$ cat config.mk
export PLATFORM = sky130hd
export DESIGN_NAME = vcr_ovc_state_track
export DESIGN_NICKNAME = d
export VERILOG_FILES = /design/src/rtl/vcr_ovc_state_track.sv
export SDC_FILE = /design/constraint.sdc
export NUM_CORES = 1
export LEC_CHECK = 0
export ABC_CLOCK_PERIOD_IN_PS = 1800
export BUFFER_PORTS_ARGS = -buffer_cell sky130_fd_sc_hd__buf_2
export CORE_ASPECT_RATIO = 0.5
export CORE_MARGIN = 5
export CORE_UTILIZATION = 45
export CTS_CLUSTER_DIAMETER = 150
export CTS_CLUSTER_SIZE = 30
export DETAILED_ROUTE_END_ITERATION = 10
export PLACE_DENSITY = 0.73
export SETUP_SLACK_MARGIN = 0.3
export SLEW_MARGIN = 10
export SYNTH_ARGS = -nofsm -noshare
export SYNTH_HDL_FRONTEND = slang
export SYNTH_SLANG_ARGS = --single-unit
$ cat constraint.sdc
create_clock -name clk -period 1.8 [get_ports clk]
set_input_delay 0.27 -clock clk [delete_from_list [all_inputs] [get_ports clk]]
set_output_delay 0.27 -clock clk [all_outputs]
set_load 0.01 [all_outputs]
$ cat src/rtl/vcr_ovc_state_track.sv
// Per-output-VC allocation state, owner capture and downstream credit tracking for one output port.
// Optional build macro VCR_OVC_ATOMIC_ALLOC_EN holds a released VC in DRAIN until every credit is back.
module vcr_ovc_state_track #(
  parameter int num_vcs     = 4,
  parameter int num_ports   = 5,
  parameter int buffer_size = 8,
  localparam int cred_width = $clog2(buffer_size + 1)
) (
  input  logic                         clk,
  input  logic                         reset,
  input  logic [num_vcs-1:0]           gnt_ovc,
  input  logic [num_vcs*num_ports-1:0] sel_ovc_ip,
  input  logic [num_vcs*num_vcs-1:0]   sel_ovc_ivc,
  input  logic                         flit_valid,
  input  logic [num_vcs-1:0]           flit_sel_ovc,
  input  logic                         flit_tail,
  input  logic                         cred_valid,
  input  logic [num_vcs-1:0]           cred_sel_ovc,
  output logic [num_vcs-1:0]           elig_ovc,
  output logic [num_vcs-1:0]           full_ovc,
  output logic [num_vcs-1:0]           empty_ovc,
  output logic [num_vcs*num_ports-1:0] owner_ovc_ip,
  output logic [num_vcs*num_vcs-1:0]   owner_ovc_ivc,
  output logic [num_vcs-1:0]           error_ovc,
  output logic [2*num_vcs-1:0]         state_dbg
);

  // Handshake: a grant, flit or credit is taken on the rising edge it is presented;
  // there is no back-pressure, so every presented event must be consumed or flagged.
  typedef enum logic [1:0] {
    st_idle   = 2'd0,
    st_active = 2'd1,
    st_drain  = 2'd2
  } ovc_state_e;

  localparam logic [cred_width-1:0] cred_max = cred_width'(buffer_size);
  localparam logic [cred_width-1:0] cred_one = cred_width'(1);

  ovc_state_e            state_q  [num_vcs];
  logic [cred_width-1:0] cred_q   [num_vcs];
  logic [cred_width-1:0] cred_nxt [num_vcs];
  logic [num_vcs-1:0]    flit_hit;
  logic [num_vcs-1:0]    cred_hit;
  logic [num_vcs-1:0]    err_set;

  assign flit_hit = flit_sel_ovc & {num_vcs{flit_valid}};
  assign cred_hit = cred_sel_ovc & {num_vcs{cred_valid}};

  // A flit and a credit on the same VC cancel, so neither bound can be violated.
  always_comb begin
    for (int v = 0; v < num_vcs; v++) begin
      cred_nxt[v] = cred_q[v];
      err_set[v]  = 1'b0;
      if (gnt_ovc[v] && (state_q[v] != st_idle))
        err_set[v] = 1'b1;
      if (flit_hit[v] && (state_q[v] != st_active))
        err_set[v] = 1'b1;
      if (flit_hit[v] && !cred_hit[v]) begin
        if (cred_q[v] == '0) err_set[v] = 1'b1;
        else                 cred_nxt[v] = cred_q[v] - cred_one;
      end else if (cred_hit[v] && !flit_hit[v]) begin
        if (cred_q[v] == cred_max) err_set[v] = 1'b1;
        else                       cred_nxt[v] = cred_q[v] + cred_one;
      end
    end
  end

  always_comb begin
    for (int v = 0; v < num_vcs; v++) begin
      elig_ovc[v]          = (state_q[v] == st_idle);
      full_ovc[v]          = (cred_q[v] == '0);
      empty_ovc[v]         = (cred_q[v] == cred_max);
      state_dbg[2*v +: 2]  = state_q[v];
    end
  end

  always_ff @(posedge clk) begin
    if (reset) begin
      for (int v = 0; v < num_vcs; v++) begin
        state_q[v] <= st_idle;
        cred_q[v]  <= cred_max;
      end
      owner_ovc_ip  <= '0;
      owner_ovc_ivc <= '0;
      error_ovc     <= '0;
    end else begin
      error_ovc <= error_ovc | err_set;
      for (int v = 0; v < num_vcs; v++) begin
        cred_q[v] <= cred_nxt[v];
        case (state_q[v])
          st_idle: begin
            if (gnt_ovc[v]) begin
              state_q[v]                              <= st_active;
              owner_ovc_ip[v*num_ports +: num_ports]  <= sel_ovc_ip[v*num_ports +: num_ports];
              owner_ovc_ivc[v*num_vcs +: num_vcs]     <= sel_ovc_ivc[v*num_vcs +: num_vcs];
            end
          end
          st_active: begin
            if (flit_hit[v] && flit_tail) begin
`ifdef VCR_OVC_ATOMIC_ALLOC_EN
              state_q[v] <= st_drain;
`else
              state_q[v] <= st_idle;
`endif
            end
          end
          // Release once the count about to be registered shows every downstream slot free.
          st_drain: begin
            if (cred_nxt[v] == cred_max) state_q[v] <= st_idle;
          end
          default: state_q[v] <= st_idle;
        endcase
      end
    end
  end

endmodule
# Word level (Yosys, flattened, before mapping)
# Memories as Yosys holds them, arrays and structs flattened.
# Cells that the tools add are included.
# op_classes
bitwise_logic	23
n_mux	123
reduce_logical	48
n_eq_ne	20
addsub	8
# op_table
op	n
two-way mux 1 bit	103
two-way mux 4 bit	20
== test 4 bit (second input constant)	8
logical AND 1 bit	20
OR 1 bit	20
adder 4 x 1 -> 4 bit (second input constant)	4
zero test 4 bit	4
subtractor 4 x 1 -> 4 bit (second input constant)	4
OR reduction 3 bit	4
AND 4 bit	2
== test 2 x 1 -> 1 bit (second input constant)	4
== test 2 bit (second input constant)	4
zero test 1 bit	8
zero test 2 bit	4
inequality test 2 x 1 -> 1 bit (second input constant)	4
AND reduction 2 bit	4
nonzero test 2 bit	4
OR 4 bit	1
# totals
mem_bits_rw	20
out_inout_bits	60
reg_bits	40
input_bits	53
mem_count	2
# memory_table
name	words	word_bits	read_ports	rd_ports_with_merged_regs	write_ports	line_no	source
cred_q	4	4	4	0	4	40	logic [cred_width-1:0] cred_q [num_vcs];
state_q	4	1	4	0	4	39	ovc_state_e state_q [num_vcs];

# Longest topological paths before layout
# Gate-level depths: netlist of run 1.
# logic_depth
ltp_word	12
depth_mapped	10
ltp_nobuf	9

# Least setup slack after synthesis of run 1
# Ideal clock, no wire load.
# synth_timing
path_type	input -> register
from	input flit_valid
to	memory cred_q[1][2] (netlist name)
stages	10
arrival_ns	1.664
slack_ns	0.015
cell_sequence	nand2_1 -> inv_1 -> ha_1 -> buf_4 -> xor2_1 -> ha_1 -> a21oi_1 -> xnor2_1 -> nand2_1 -> mux2_2
# synth_rtl
item	line_no	source
start: declaration	14	input logic flit_valid,
end: declaration	40	

==> metrics.csv, run 1 <==
metric;value;unit
r2r_end;cred_q[0][3];
root_buffer;clkbuf_16;
io_buffers;108;
grt_pass1_wl;13500;um
cp_num_cells;3;
grt-busiest-layer;met2;
num_antenna_cells;0;
endpoint;full_ovc[3];
grt_pass1_vias;2807;
worstReg2RegStart;cred_q[0][1];
ant_nets;0;
r2r_cells;4;
dpl.hpwl;5860;um
min_path_type;input port to flip-flop;
dpl_worst_slack;-0.113;ns
slowest_stage;dfxtp_4;
cpPeakStageDelay;0.38;ns
synth-xor-area-share;3.29;%
fp.dieH;69.5;um
place_congestion;0.821;
ys_seq_area_share;38.9;%
clock_tree.buffer_depth;2;
avgRoutedWirePerCell;13.4;um
synthCells;400;
whs;0.176;ns
cp-startpoint;cred_q[3][1];
p_per_area;888;nW/um^2
drt_iter0_markers;132;
grt_util_met3;6.00;%
critPathKind;flip-flop to output port;
final-hold-violation-count;0;
layout_setup_ws;0.239;ns
worstSetupEndpointType;output port;
clk_latency;0.33;ns
overflow;0;
die_area;8980;sq um
reg2reg_setup_slack;0.27;ns
start_util;47.1;%
drt_wl_total;8410;um
syn_avg_cell_area;7.98;sq um
timing.fmax;641;MHz
max-vdd-ir-drop;0.539;mV
vias;3065;
syn_area;3190;sq um
rows;21;
die_w;129;um
grt_start_max_net_pins;54;
clock_sinks;60;
yosys_warnings;0;
layout_min_cycle_time;1.56;ns
grt_usage;18.7;%
clk_pin_slew;0.05;ns
cp.buffers_inverters;1;
antenna_found_initial;0;
io_pins;113;
cts_buffers;9;
synth_top_family_by_area;simple AND/OR/NAND/NOR gates;
cp-start-kind;flip-flop;
cp_max_fo;8;
leakagePower;0.00208;uW
finalSetupViolations;0;
finalMaxSlewViolations;0;
met2_usage;32.5;%
drc;0;
crit_required;1.53;ns
synth_compound_area_share;15.4;%
yosys_register_bits;60;
rsz0062_at_grt;true;
synth_mux_area_share;2.35;%
core;6780;sq um
path_delay_family;simple AND/OR/NAND/NOR gates;
outcome;complete, no violations;
fin_nets;602;
cts_hold_buf;0;
cp_data_arrival_time;1.29;ns
htreeDepth;3;
routed_via_density;4.87;
synth.distinct_cells;36;
dr.pass1.iters;4;
finalCritPeriodShare;86.7;%
yosys.area_share.simple;25.4;%
drv_cap;0;
finClkSkew;0.00464;ns
synthToLayoutAreaGrowth;46.3;%
grt_util_met1;21.3;%
drive_gt1_share;41.6;%
cp_cell_sequence;or3_4, nor2_1, buf_2;
synth_adder_area_share;6.27;%
cts_tree;done;
worst reg2reg max path: stages (launching register included):
cell       delay [ns]
dfxtp_4          0.38
or3b_4           0.42
a2111oi_4        0.39
o21ai_1          0.09
nor2b_1          0.13
synth_stat cells, drive strengths merged:
| master | n | share of area [%] |
|---|---|---|
| or3b | 4 | 1.2 |
| nand3b | 5 | 1.2 |
| ha | 16 | 6.3 |
| mux2i | 3 | 0.94 |
| and4bb | 1 | 0.39 |
| edfxtp | 4 | 3.8 |
| conb | 1 | 0.12 |
| nor3b | 3 | 0.71 |
| and2 | 4 | 0.78 |
| o21ai | 14 | 2.2 |
| xor2 | 8 | 2.2 |
| nor4 | 9 | 1.8 |
| and3 | 1 | 0.20 |
| clkbuf | 8 | 0.94 |
| a2bb2oi | 1 | 0.27 |
| nor2 | 16 | 1.9 |
| a311o | 4 | 1.3 |
| nor3 | 4 | 0.63 |
| dfxtp | 56 | 35 |
| nand2 | 108 | 13 |
| a2111oi | 4 | 2.3 |
| buf | 23 | 5.3 |
| xnor2 | 4 | 1.1 |
| nor4bb | 2 | 0.63 |
| nor4b | 3 | 0.82 |
| or3 | 1 | 0.20 |
| mux2 | 4 | 1.4 |
| inv | 17 | 2.0 |
| a21oi | 60 | 9.4 |
| nor2b | 12 | 2.4 |
sequential cells by signal (all words and copies together), names as in the netlist:
name / count
cred_q: 16
state_q: 4
owner_ovc_ip: 20
owner_ovc_ivc: 16
error_ovc: 4
per-stage QoR:
| step | TNS (ns) | util (%) | total power, uW | std cells | area (sq um) |
|---|---|---|---|---|---|
| final | 0 | 68.9 | 4150 | 630 | 4670 |
| after global routing | 0 | 68.9 | 4340 | 630 | 4670 |
| after CTS | 0 | 67.5 | 4170 | 627 | 4580 |
| after detailed placement | -0.508 | 60.7 | 2250 | 606 | 4120 |
| after global placement | -0.267 | 60.7 | 2240 | 606 | 4120 |
| after floorplan | 0 | - | 1950 | 403 | 3390 |
cells in the final DEF, fill, tap and decap left out, drive strengths merged, types with 5 or more instances in the layout:
master    n
clkbuf   11
inv      17
o21ai    14
nand2   108
nor4      9
a21oi    60
nand3b    5
nor2     16
buf     149
xor2      8
dfxtp    56
ha       16
nor2b    12
kinds of logic (layout without fill, tap and decap cells):
family	Yosys count	after routing
AND/OR/NAND/NOR	173	173
AO/OA/AOI/OAI	83	83
flip-flops	60	60
buffers and inverters	48	183
adder cells (fa/ha/maj)	16	16
XOR/XNOR	12	12
multiplexers	7	7
other	1	4
layout make-up:
| class | instances | area [sq um] |
|---|---|---|
| Multi-Input combinational cell | 295 | 1980 |
| Clock inverter | 6 | 87.6 |
| Timing Repair Buffer | 150 | 901 |
| Tap cell | 92 | 115 |
| Sequential cell | 60 | 1270 |
| Fill cell | 562 | 2110 |
| Clock buffer | 10 | 239 |
| Inverter | 17 | 76.3 |
worst min path at each step:
stage	startpoint	to	slack [ns]	cells after the start
2_1_floorplan	sel_ovc_ip[0]	owner_ovc_ip[0]	0.41	2
3_3_place_gp	owner_ovc_ivc[9]	owner_ovc_ivc[9]	0.44	2
3_5_place_dp	owner_ovc_ivc[9]	owner_ovc_ivc[9]	0.44	2
4_1_cts	sel_ovc_ip[17]	owner_ovc_ip[17]	0.16	3
5_1_grt	sel_ovc_ip[17]	owner_ovc_ip[17]	0.17	3
6_report	sel_ovc_ip[6]	owner_ovc_ip[6]	0.18	3
repair_timing:
| item | in CTS | in global routing |
|---|---|---|
| endpoints found under the setup margin | 13 | 15 |
| setup buffers | 5 | 3 |
| resized for setup | 23 | 19 |
| pin swaps | 6 | 16 |
power by group:
group	internal (uW)	switching, uW
sequential	1430	79.6
combinational	375	403
clock	1250	611
per-layer routing:
layer / vias up / part of all wire [%]
met3: 14 / 5.2
li1: 1602 / -
met4: 0 / 1.8
met1: 1384 / 42
met5: - / 0
met2: 65 / 51
Note: power is estimated with default switching activity, not from simulation.
==> run 2: changes to the inputs <==
--- a/config.mk
+++ b/config.mk
@@ -7,3 +7,3 @@
 export LEC_CHECK = 0
-export ABC_CLOCK_PERIOD_IN_PS = 1800
+export ABC_CLOCK_PERIOD_IN_PS = 1600
 export BUFFER_PORTS_ARGS = -buffer_cell sky130_fd_sc_hd__buf_2
@@ -12,2 +12,3 @@
 export CORE_UTILIZATION = 45
+export CTS_BUF_LIST = sky130_fd_sc_hd__clkbuf_4 sky130_fd_sc_hd__clkbuf_8 sky130_fd_sc_hd__clkbuf_16
 export CTS_CLUSTER_DIAMETER = 150
@@ -15,3 +16,3 @@
 export DETAILED_ROUTE_END_ITERATION = 10
-export PLACE_DENSITY = 0.73
+export PLACE_DENSITY = 0.7
 export SETUP_SLACK_MARGIN = 0.3
==> constraint.sdc (replaced) <==
create_clock -name clk -period 1.6 [get_ports clk]
set_input_delay 0.32 -clock clk [delete_from_list [all_inputs] [get_ports clk]]
set_output_delay 0.32 -clock clk [all_outputs]
set_load 0.01 [all_outputs]
==> metrics.csv, run 2 (synthesis gave the netlist of run 1 again) <==
metric;value;unit;change
cts_buffers;9;;unchanged
drv_cap;0;;unchanged
finalSetupTns;-0.0499;ns;-0.0499 ns
drc;0;;unchanged
worstReg2RegStart;cred_q[3][1];;
clk_latency;0.32;ns;about the same
worstSetupEndpointType;flip-flop;;
final-hold-violation-count;0;;unchanged
rsz0062_at_grt;true;;
min_to;owner_ovc_ip[10];;
dr.pass1.iters;4;;unchanged
avgRoutedWirePerCell;14.2;um;+6.7%
cp_max_fo;4;;-4
reg2reg_setup_slack;0.04;ns;-0.23 ns
cpPeakStageDelay;0.30;ns;-0.08 ns
grt_pass1_wl;15300;um;+13%
slowest_stage;mux2_4;;
layout_commonest_cell;buf_2;;
crit_required;1.81;ns;+0.28 ns
place_congestion;0.859;;+4.6%
vias;3312;;+8.1%
cp-start-kind;input port;;
finalCritPeriodShare;103;%;
io_buffers;108;;unchanged
r2r_cells;7;;+3
drt_wl_total;9500;um;+13%
grt_start_max_net_pins;38;;-30%
layout_common_cells;102 x buf_2, 94 x nand2_1, 65 x buf_4, 46 x a21oi_1, 41 x dfxtp_1;;
dpl.hpwl;6140;um;+4.7%
finClkSkew;0.00470;ns;+0.0000603 ns
synthToLayoutAreaGrowth;61.3;%;
violations;negative setup slack;;
num_antenna_cells;0;;unchanged
drt_iter0_markers;188;;+42%
layout_setup_ws;-0.0499;ns;-0.289 ns
whs_path_depth;3;;unchanged
root_buffer;clkbuf_16;;
reg_top3;owner_ovc_ip x20, cred_q x16, owner_ovc_ivc x16;;
overflow;0;;unchanged
core;6780;sq um;unchanged
cp_data_arrival_time;1.86;ns;+0.57 ns
layout_min_cycle_time;1.65;ns;
die_w;129;um;unchanged
largest_register;owner_ovc_ip;;
htreeDepth;3;;unchanged
ant_nets;0;;unchanged
grt_pass1_vias;3285;;+17%
min_path_type;input port to flip-flop;;
max-vdd-ir-drop;0.542;mV;+0.53%
fp.dieH;69.5;um;unchanged
start_util;47.1;%;unchanged
routed_via_density;4.97;;+2.1%
rows;21;;unchanged
antenna_found_initial;0;;unchanged
timing.fmax;606;MHz;
min-delay-start;sel_ovc_ip[10];;
clk_pin_slew;0.05;ns;about the same
p_per_area;922;nW/um^2;+3.8%
io_pins;113;;unchanged
die_area;8980;sq um;unchanged
cp_cell_sequence;buf_8, buf_12, nand2_8, inv_4, ha_4, xor2_1, ha_2, a21oi_2, xnor2_1, nand2_1, mux2_4;;
cts_hold_buf;0;;unchanged
final_core_util;75.9;%;+7.1 points
clock_sinks;60;;unchanged
grt_usage;20.9;%;+2.2 points
largest_reg_flops;20;;unchanged
finalSetupViolations;1;;+1
critPathKind;input port to flip-flop;;
drive_gt1_share;51.1;%;+9.5 points
outcome;finished, violations left;;
leakagePower;0.00232;uW;+12%
clock_tree.buffer_depth;2;;unchanged
cts_tree;done;;
r2r_end;cred_q[3][2];;
fin_nets;641;;+6.5%
finalMaxSlewViolations;0;;unchanged
## run 2: cell types whose count changed in the layout (fill, tap and decap cells not counted), sizes merged
cell / previous run / this run
bufinv: 2 / 1
buf: 149 / 189
clkinv: 4 / 0
clkbuf: 11 / 13
## run 2: area by class of cell
type	count	area, sq um
Clock inverter	1	30.0
Inverter	17	73.8
Fill cell	482	1630
Clock buffer	13	279
Multi-Input combinational cell	295	2100
Sequential cell	60	1280
Tap cell	92	115
Timing Repair Buffer	189	1270
## run 2: timing repair
| action | in CTS | in global routing |
|---|---|---|
| hold endpoints to repair | 0 | 0 |
| pin swaps | 34 | 29 |
| endpoints found under the setup margin | 31 | 45 |
| gates resized for setup | 57 | 43 |
| setup buffers | 25 | 10 |
| gates cloned | 0 | 1 |
## run 2: worst max path at each step
stage                       from           end  depth (start not counted)
floorplan             flit_valid  cred_q[1][3]                          8
global placement      flit_valid  cred_q[1][3]                          9
detailed placement    flit_valid  cred_q[1][3]                          9
CTS                 cred_q[3][0]  empty_ovc[3]                          3
global route          flit_valid  cred_q[2][2]                         11
finish                flit_valid  cred_q[2][2]                         11
## run 2: worst max-delay path, delay by kind of cell
kind                     cells  cell delay [ns]
adder cells (fa/ha/maj)      2             0.36
AND/OR/NAND/NOR              2             0.17
multiplexers                 1             0.30
XOR/XNOR                     2             0.31
buffers and inverters        3             0.27
AO/OA/AOI/OAI                1             0.12
## run 2: power breakdown
| group | internal, uW | switching, uW |
|---|---|---|
| sequential | 1610 | 83.2 |
| clock | 1360 | 626 |
| combinational | 540 | 526 |
## run 2: per-stage QoR
stage | hold WS, ns | setup slack (ns) | power [uW] | cell area [sq um] | cells
6_report | 0.232 | -0.0499 | 4740 | 5150 | 667
5_1_grt | 0.223 | -0.142 | 4970 | 5150 | 667
4_1_cts | 0.220 | -0.0114 | 4660 | 4900 | 656
3_5_place_dp | 0.444 | -0.355 | 2550 | 4200 | 617
3_3_place_gp | 0.439 | -0.328 | 2530 | 4200 | 617
2_1_floorplan | 0.456 | -0.109 | 2200 | 3400 | 403
## run 2: per-layer routing
layer  vias to the layer above  share of wire [%]  GRT usage, %  routed length, um
li1                       1674                  -             -                  -
met1                      1553                 43          24.4               4060
met2                        75                 51          37.7               4860
met3                        10                5.0          6.00                478
met4                         0                1.0          5.24                 99
met5                         -                  0             0                  0
